--- src/rtl/layer_compositor.sv ---
// Multi-layer sprite compositor: frame-latched layer controls, two-stage
// pixel pipeline (hit/address, then priority select) and an animation sequencer.
module layer_compositor #(
  parameter int unsigned NUM_LAYERS  = 4,
  parameter int unsigned ROW_W       = 8,
  parameter int unsigned COL_W       = 8,
  parameter logic [11:0] TRANSPARENT = 12'hF0F,
  parameter logic [11:0] BG_COLOR    = 12'h000,
  parameter int unsigned ANIM_FRAMES = 4,
  parameter int unsigned ANIM_TICKS  = 6
) (
  input  logic                              clk,
  input  logic                              rst_n,
  input  logic                              bright,
  input  logic [9:0]                        hCount,
  input  logic [9:0]                        vCount,
  input  logic [NUM_LAYERS-1:0]             layer_en,
  input  logic [10*NUM_LAYERS-1:0]          layer_x,
  input  logic [10*NUM_LAYERS-1:0]          layer_y,
  input  logic [10*NUM_LAYERS-1:0]          layer_w,
  input  logic [10*NUM_LAYERS-1:0]          layer_h,
  output logic [ROW_W*NUM_LAYERS-1:0]       rom_row,
  output logic [COL_W*NUM_LAYERS-1:0]       rom_col,
  input  logic [12*NUM_LAYERS-1:0]          rom_data,
  input  logic                              anim_trigger,
  output logic [$clog2((ANIM_FRAMES > 1) ? ANIM_FRAMES : 2)-1:0] anim_frame,
  output logic                              anim_busy,
  output logic [11:0]                       rgb
);

  localparam int unsigned AF_W = $clog2((ANIM_FRAMES > 1) ? ANIM_FRAMES : 2);
  localparam int unsigned TK_W = $clog2((ANIM_TICKS > 1) ? ANIM_TICKS : 2);

  typedef enum logic {S_IDLE, S_RUN} state_t;

  logic                      w_frame_start;
  logic [NUM_LAYERS-1:0]     r_en;
  logic [9:0]                r_x [NUM_LAYERS];
  logic [9:0]                r_y [NUM_LAYERS];
  logic [9:0]                r_w [NUM_LAYERS];
  logic [9:0]                r_h [NUM_LAYERS];

  logic [NUM_LAYERS-1:0]     w_hit;
  logic [ROW_W*NUM_LAYERS-1:0] w_row;
  logic [COL_W*NUM_LAYERS-1:0] w_col;
  logic [NUM_LAYERS-1:0]     r_hit;
  logic                      r_bright;
  logic [11:0]               w_pix;

  state_t                    r_state, w_state_nxt;
  logic [AF_W-1:0]           r_frame, w_frame_nxt;
  logic [TK_W-1:0]           r_tick, w_tick_nxt;
  logic                      r_busy, w_busy_nxt;

  assign w_frame_start = (hCount == 10'd0) && (vCount == 10'd0);

  // Shadow copies of the layer controls, refreshed only at frame start
  always_ff @(posedge clk or negedge rst_n) begin
    if (!rst_n) begin
      r_en <= '0;
      for (int i = 0; i < int'(NUM_LAYERS); i++) begin
        r_x[i] <= '0;
        r_y[i] <= '0;
        r_w[i] <= '0;
        r_h[i] <= '0;
      end
    end else if (w_frame_start) begin
      r_en <= layer_en;
      for (int i = 0; i < int'(NUM_LAYERS); i++) begin
        r_x[i] <= layer_x[10*i +: 10];
        r_y[i] <= layer_y[10*i +: 10];
        r_w[i] <= layer_w[10*i +: 10];
        r_h[i] <= layer_h[10*i +: 10];
      end
    end
  end

  // Per-layer rectangle test and ROM address; edges use 11-bit sums so x+w never wraps
  for (genvar gi = 0; gi < int'(NUM_LAYERS); gi++) begin : g_layer
    logic [10:0] w_x_end;
    logic [10:0] w_y_end;
    logic [9:0]  w_dx;
    logic [9:0]  w_dy;
    assign w_x_end = {1'b0, r_x[gi]} + {1'b0, r_w[gi]};
    assign w_y_end = {1'b0, r_y[gi]} + {1'b0, r_h[gi]};
    assign w_hit[gi] = r_en[gi]
                     && (hCount >= r_x[gi]) && ({1'b0, hCount} < w_x_end)
                     && (vCount >= r_y[gi]) && ({1'b0, vCount} < w_y_end);
    assign w_dx = hCount - r_x[gi];
    assign w_dy = vCount - r_y[gi];
    assign w_row[ROW_W*gi +: ROW_W] = ROW_W'(w_dy);
    assign w_col[COL_W*gi +: COL_W] = COL_W'(w_dx);
  end

  // Stage 0: register hits, visibility and ROM addresses
  always_ff @(posedge clk or negedge rst_n) begin
    if (!rst_n) begin
      r_hit    <= '0;
      r_bright <= 1'b0;
      rom_row  <= '0;
      rom_col  <= '0;
    end else begin
      r_hit    <= w_hit;
      r_bright <= bright;
      rom_row  <= w_row;
      rom_col  <= w_col;
    end
  end

  // Stage 1 select: lowest-index opaque hit wins, background otherwise, black off-screen
  always_comb begin
    w_pix = BG_COLOR;
    for (int i = int'(NUM_LAYERS) - 1; i >= 0; i--) begin
      if (r_hit[i] && (rom_data[12*i +: 12] != TRANSPARENT)) begin
        w_pix = rom_data[12*i +: 12];
      end
    end
    if (!r_bright) begin
      w_pix = 12'h000;
    end
  end

  // Stage 1 output register
  always_ff @(posedge clk or negedge rst_n) begin
    if (!rst_n) begin
      rgb <= 12'h000;
    end else begin
      rgb <= w_pix;
    end
  end

  // Animation sequencer state register
  always_ff @(posedge clk or negedge rst_n) begin
    if (!rst_n) begin
      r_state <= S_IDLE;
      r_frame <= '0;
      r_tick  <= '0;
      r_busy  <= 1'b0;
    end else begin
      r_state <= w_state_nxt;
      r_frame <= w_frame_nxt;
      r_tick  <= w_tick_nxt;
      r_busy  <= w_busy_nxt;
    end
  end

  // Animation next state: hold each frame for ANIM_TICKS frame starts, then return to idle
  always_comb begin
    w_state_nxt = r_state;
    w_frame_nxt = r_frame;
    w_tick_nxt  = r_tick;
    w_busy_nxt  = r_busy;
    case (r_state)
      S_IDLE: begin
        if (anim_trigger && (ANIM_FRAMES > 1)) begin
          w_state_nxt = S_RUN;
          w_frame_nxt = AF_W'(1);
          w_tick_nxt  = '0;
          w_busy_nxt  = 1'b1;
        end
      end
      S_RUN: begin
        if (w_frame_start) begin
          if (r_tick == TK_W'(ANIM_TICKS - 1)) begin
            w_tick_nxt = '0;
            if (r_frame == AF_W'(ANIM_FRAMES - 1)) begin
              w_state_nxt = S_IDLE;
              w_frame_nxt = '0;
              w_busy_nxt  = 1'b0;
            end else begin
              w_frame_nxt = r_frame + AF_W'(1);
            end
          end else begin
            w_tick_nxt = r_tick + TK_W'(1);
          end
        end
      end
      default: begin
        w_state_nxt = S_IDLE;
      end
    endcase
  end

  assign anim_frame = r_frame;
  assign anim_busy  = r_busy;

endmodule

--- config.mk ---
export PLATFORM = sky130hd
export DESIGN_NAME = layer_compositor
export DESIGN_NICKNAME = d
export VERILOG_FILES = /design/src/rtl/layer_compositor.sv
export SDC_FILE = /design/constraint.sdc
export NUM_CORES = 1
export LEC_CHECK = 0
export CORE_MARGIN = 2
export CORE_UTILIZATION = 45
export CTS_CLUSTER_DIAMETER = 200
export CTS_CLUSTER_SIZE = 10
export DETAILED_ROUTE_END_ITERATION = 10
export PLACE_DENSITY_LB_ADDON = 0.08
export SYNTH_ARGS = -nofsm -noshare
export SYNTH_HDL_FRONTEND = slang
export SYNTH_SLANG_ARGS = --single-unit
--- constraint.sdc ---
create_clock -name clk -period 4.6 [get_ports clk]
set_clock_uncertainty 0.15 [all_clocks]
set_input_delay 0.46 -clock clk [delete_from_list [all_inputs] [get_ports clk]]
set_output_delay 0.46 -clock clk [all_outputs]
set_load 0.05 [all_outputs]
==> flow_summary.html <==
<table>
<tr><th>Metric</th><th>Value</th></tr>
<tr><th colspan="2">Floorplan</th></tr>
<tr><td>Core Box Area</td><td>36500 sq um</td></tr>
<tr><td>Die area</td><td>38500 sq um</td></tr>
<tr><td>Vert. Die Dim</td><td>196 um</td></tr>
<tr><td>Initial Utilization</td><td>0.455</td></tr>
<tr><td>Total number of placement rows</td><td>70</td></tr>
<tr><td>IO Count</td><td>315</td></tr>
<tr><td>Die Wd</td><td>196 um</td></tr>
<tr><th colspan="2">GRT</th></tr>
<tr><td>Number of antenna violations at the first check in global routing</td><td>0</td></tr>
<tr><td>Wire length of the first global-routing pass</td><td>74.1 mm</td></tr>
<tr><td>GRT Resource Usage Total</td><td>0.245</td></tr>
<tr><td>GRT overflow</td><td>0</td></tr>
<tr><td>Vias in the first global route</td><td>13904</td></tr>
<tr><td>Pin count of the biggest net entering global routing</td><td>121</td></tr>
<tr><th colspan="2">Critical path</th></tr>
<tr><td>Critical Path Sink</td><td>r_hit[0]$_DFF_PN0_</td></tr>
<tr><td>Critical Path Max Stage Delay</td><td>480 ps</td></tr>
<tr><td>Crit Path Class</td><td>reg2reg</td></tr>
<tr><td>Endpoint of the lowest-slack register-to-register path</td><td>r_hit[0]$_DFF_PN0_</td></tr>
<tr><td>Type of element launching the critical path</td><td>flip-flop</td></tr>
<tr><td>Number of gates on the worst path with buffers counted</td><td>11</td></tr>
<tr><td>Maximum fanout along the worst path</td><td>3</td></tr>
<tr><td>Beginning of the critical path</td><td>r_y[30]$_DFFE_PN0P_</td></tr>
<tr><td>Cells traversed along the worst timing path</td><td>ha_1 -&gt; fa_1 -&gt; a21oi_1 -&gt; o211ai_1 -&gt; o41ai_1 -&gt; xor2_1 -&gt; ha_1 -&gt; a2111oi_0 -&gt; o21ai_0 -&gt; o221a_2 -&gt; a311oi_1</td></tr>
<tr><td>Arr. time, crit path</td><td>3910 ps</td></tr>
<tr><td>WP data required</td><td>4920 ps</td></tr>
<tr><td>Worst R2R Start</td><td>r_y[30]$_DFFE_PN0P_</td></tr>
<tr><td>R2R cell count</td><td>11</td></tr>
<tr><td>Highest-delay cell along the critical path</td><td>sky130_fd_sc_hd__o41ai_1</td></tr>
<tr><td>Worst setup EP type</td><td>flip-flop</td></tr>
<tr><td>Number of buffers and inverters on the critical path</td><td>0</td></tr>
<tr><td>Top cell by count, worst path</td><td>sky130_fd_sc_hd__ha_1</td></tr>
<tr><td>Family with the most delay on the worst path</td><td>compound AO/OA/AOI/OAI gates</td></tr>
<tr><td>Register-to-Register Setup Slack</td><td>1010 ps</td></tr>
<tr><th colspan="2">Routing</th></tr>
<tr><td>Number of DRC markers after the initial detailed-route iteration</td><td>580</td></tr>
<tr><td>Routed Antenna Nets</td><td>0</td></tr>
<tr><td>Routed wire length per instance</td><td>18.9 um</td></tr>
<tr><td>Post-Route WL</td><td>47.0 mm</td></tr>
<tr><td>Via count</td><td>13559</td></tr>
<tr><td>Detailed-router iteration count before antenna repair</td><td>7</td></tr>
<tr><td>Mean number of vias per cell</td><td>5.46</td></tr>
<tr><td>Final routed DRC violation total</td><td>0</td></tr>
<tr><th colspan="2">Timing</th></tr>
<tr><td>Setup violators final</td><td>0</td></tr>
<tr><td>Setup WS post-layout</td><td>1010 ps</td></tr>
<tr><td>Final hold viol count</td><td>0</td></tr>
<tr><td>Post-route setup TNS</td><td>0 ps</td></tr>
<tr><td>Setup repair after global routing missed its margin</td><td>no</td></tr>
<tr><td>Worst-Margin Slew</td><td>978 ps</td></tr>
<tr><td>Number of pins with negative max-slew slack in the final report</td><td>0</td></tr>
<tr><td>Clock period minus worst slack</td><td>3590 ps</td></tr>
<tr><td>Fraction of the cycle the final worst path needs</td><td>0.780</td></tr>
<tr><td>Maximum clock rate</td><td>279 MHz</td></tr>
<tr><td>Tightest slew margin relative to the limit</td><td>0.348</td></tr>
<tr><th colspan="2">Clock network</th></tr>
<tr><td>Number of sinks handled by clock tree synthesis</td><td>252</td></tr>
<tr><td>Register clock-pin slew on the reported worst setup and hold paths</td><td>50 ps</td></tr>
<tr><td>Hold_buf cts</td><td>1</td></tr>
<tr><td>CTS tree</td><td>built</td></tr>
<tr><td>Maximum buffer depth of the clock tree</td><td>3</td></tr>
<tr><td>Clock latency at the later pin of the worst-skew pair</td><td>580 ps</td></tr>
<tr><td>H-Tree Level Count</td><td>1</td></tr>
<tr><td>Post-CTS sizing</td><td>0</td></tr>
<tr><td>Post-CTS Repair Setup Buffers</td><td>0</td></tr>
<tr><td>Root Buffer</td><td>sky130_fd_sc_hd__clkbuf_16</td></tr>
<tr><td>Total clock buffers created by CTS</td><td>29</td></tr>
<tr><th colspan="2">Layout</th></tr>
<tr><td>Final antenna diode count</td><td>0</td></tr>
<tr><td>Final Net Count</td><td>2499</td></tr>
<tr><td>Post-synthesis to final-layout area growth</td><td>27.6%</td></tr>
<tr><td>Footprint of the flip-flops and latches</td><td>6310 sq um</td></tr>
<tr><td>Fill cell total of the finished layout</td><td>3165</td></tr>
<tr><td>Multi-input combinational cell area</td><td>9670 sq um</td></tr>
<tr><td>Share of cells above drive strength 1</td><td>0.0859</td></tr>
<tr><th colspan="2">Synthesis</th></tr>
<tr><td>Flip-flop and latch count after synthesis</td><td>252</td></tr>
<tr><td>Synth Cell Area</td><td>16600 sq um</td></tr>
<tr><td>Portion of the post-synthesis area used by sequential elements</td><td>0.380</td></tr>
<tr><td>Average instance area after synthesis</td><td>9.94 sq um</td></tr>
<tr><td>Fraction of the mapped netlist area in simple logic gates</td><td>0.121</td></tr>
<tr><td>Main combinational cell family by area after synthesis</td><td>adder cells</td></tr>
<tr><td>Area contributors post-synth</td><td>sky130_fd_sc_hd__dfrtp_1 38%, sky130_fd_sc_hd__ha_1 18%, sky130_fd_sc_hd__mux2_2 6.2%, sky130_fd_sc_hd__o21ai_0 4.5%, sky130_fd_sc_hd__nand2_1 3.1%</td></tr>
<tr><td>Distinct cells, synth</td><td>66</td></tr>
<tr><td>Synthesized-area fraction occupied by ao, oa, aoi and oai cells</td><td>0.148</td></tr>
<tr><td>Synthesis Warnings</td><td>0</td></tr>
<tr><td>Multiplexer share of the synthesized area</td><td>0.0654</td></tr>
<tr><td>Fraction of the mapped netlist area in adder cells</td><td>0.195</td></tr>
<tr><td>Synthesized netlist net count</td><td>2156</td></tr>
<tr><td>Predominant post-synthesis flop cell</td><td>sky130_fd_sc_hd__dfrtp_1</td></tr>
<tr><td>Post-synthesis cell count</td><td>1671</td></tr>
<tr><td>Share of flip-flops with an asynchronous set or reset</td><td>1.00</td></tr>
<tr><td>Share of the synthesized netlist area taken by xor and xnor gates</td><td>0.0517</td></tr>
<tr><td>Number of enable flip-flop cells after synthesis</td><td>0</td></tr>
<tr><td>Share of the synthesized area in the top cell type</td><td>0.380</td></tr>
<tr><td>Largest area contributor in the synthesized netlist</td><td>sky130_fd_sc_hd__dfrtp_1</td></tr>
<tr><th colspan="2">Placed design</th></tr>
<tr><td>DP Worst Slack</td><td>873 ps</td></tr>
<tr><td>Input/output buffers</td><td>314</td></tr>
<tr><td>Weighted congestion reported at the end of routability-driven placement</td><td>0.881</td></tr>
<tr><td>DP Wirelength</td><td>37.1 mm</td></tr>
<tr><th colspan="2">Flow run</th></tr>
<tr><td>Max capacitance violation total</td><td>0</td></tr>
<tr><th colspan="2">Status</th></tr>
<tr><td>Status</td><td>complete, no violations</td></tr>
<tr><th colspan="2">Worst hold path</th></tr>
<tr><td>Class of the tightest hold or removal check</td><td>in2reg</td></tr>
<tr><th colspan="2">Pwr</th></tr>
<tr><td>Leak Pwr</td><td>10.1 nW</td></tr>
<tr><td>Peak supply drop</td><td>0.273 mV</td></tr>
<tr><td>Power per Cell Area</td><td>237 nW/um^2</td></tr>
</table>
==> how the worst min path moves through the flow <==
| stage | cells past startpoint | start | to |
|---|---|---|---|
| 3_3_place_gp | 1 | anim_busy$_DFFE_PN0P_ | anim_busy$_DFFE_PN0P_ |
| 4_1_cts | 1 | bright | r_bright$_DFF_PN0_ |
| 3_5_place_dp | 1 | anim_busy$_DFFE_PN0P_ | anim_busy$_DFFE_PN0P_ |
| 2_1_floorplan | 0 | rst_n | anim_busy$_DFFE_PN0P_ |
| 6_report | 1 | bright | r_bright$_DFF_PN0_ |
| 5_1_grt | 1 | bright | r_bright$_DFF_PN0_ |
==> cell type report <==
type / count / share of cell area
multi-input cells: 1258 / 0.456
repair buffers: 344 / 0.161
flip-flops and latches: 252 / 0.297
inverters: 129 / 0.0228
well taps: 468 / 0.0276
clock buffers: 29 / 0.0342
clock inverters: 2 / 0.000826
==> layout by cell type (no fill, tap or decap), drive strengths merged, types with 21 or more instances in the layout <==
cell type / n
clkdlybuf4s50: 313
dfrtp: 252
ha: 233
o21ai: 152
nand2: 136
inv: 131
nor2: 106
mux2: 92
a21oi: 85
xnor2: 52
xor2: 46
nor2b: 43
nor3: 35
buf: 30
clkbuf: 29
nand3: 21
==> power breakdown <==
part / switching (mW) / total (mW) / leakage, nW / internal (mW)
Combinational: 0.411 / 0.751 / 6.74 / 0.340
Clock: 0.883 / 1.99 / 0.366 / 1.10
Sequential: 0.0196 / 2.28 / 2.97 / 2.26
Total: 1.31 / 5.02 / 10.1 / 3.70
==> sequential cells by signal, indices dropped and copies added (netlist names) <==
name        cells
r_x            40
rgb            12
r_hit           4
r_h            40
r_bright        1
rom_col        32
r_y            40
rom_row        32
r_en            4
anim_frame      2
r_state         1
r_tick          3
anim_busy       1
r_w            40
==> Yosys cell counts (16+ instances only) <==
cell type and n:
sky130_fd_sc_hd__a211oi_1 18, sky130_fd_sc_hd__a21o_1 16, sky130_fd_sc_hd__a21oi_1 85, sky130_fd_sc_hd__dfrtp_1 252, sky130_fd_sc_hd__fa_1 16, sky130_fd_sc_hd__ha_1 233
sky130_fd_sc_hd__inv_1 129, sky130_fd_sc_hd__mux2_2 92, sky130_fd_sc_hd__nand2_1 135, sky130_fd_sc_hd__nand2b_1 17, sky130_fd_sc_hd__nand3_1 21, sky130_fd_sc_hd__nand4_1 19
sky130_fd_sc_hd__nor2_1 105, sky130_fd_sc_hd__nor2b_1 42, sky130_fd_sc_hd__nor3_1 34, sky130_fd_sc_hd__o21a_1 17, sky130_fd_sc_hd__o21ai_0 151, sky130_fd_sc_hd__xnor2_1 52
sky130_fd_sc_hd__xor2_1 46
==> per-stage QoR <==
step	instance area [sq um]	power [mW]	utilization	std cells	hold slack [ps]
global route	21200	5.21	0.580	2482	196
floorplan	16600	2.61	-	1671	14.4
CTS	21200	5.09	0.580	2482	196
finish	21200	5.02	0.580	2482	221
detailed placement	20400	3.07	0.560	2450	336
global placement	20400	3.07	0.560	2450	342
==> cell families after synthesis <==
group	Yosys count
AND/OR/NAND/NOR	420
AO/OA/AOI/OAI	394
flip-flops	252
adder cells (fa/ha/maj)	249
buffers and inverters	161
XOR/XNOR	98
multiplexers	97
==> metal layers <==
| metal | up-vias | share of wire | global-route usage |
|---|---|---|---|
| met4 | 0 | 0.026 | 0.0668 |
| li1 | 6633 | - | - |
| met3 | 70 | 0.046 | 0.0389 |
| met2 | 328 | 0.47 | 0.412 |
| met5 | - | 0 | 0 |
| met1 | 6528 | 0.46 | 0.330 |
Note: power is estimated with default switching activity, not from simulation.
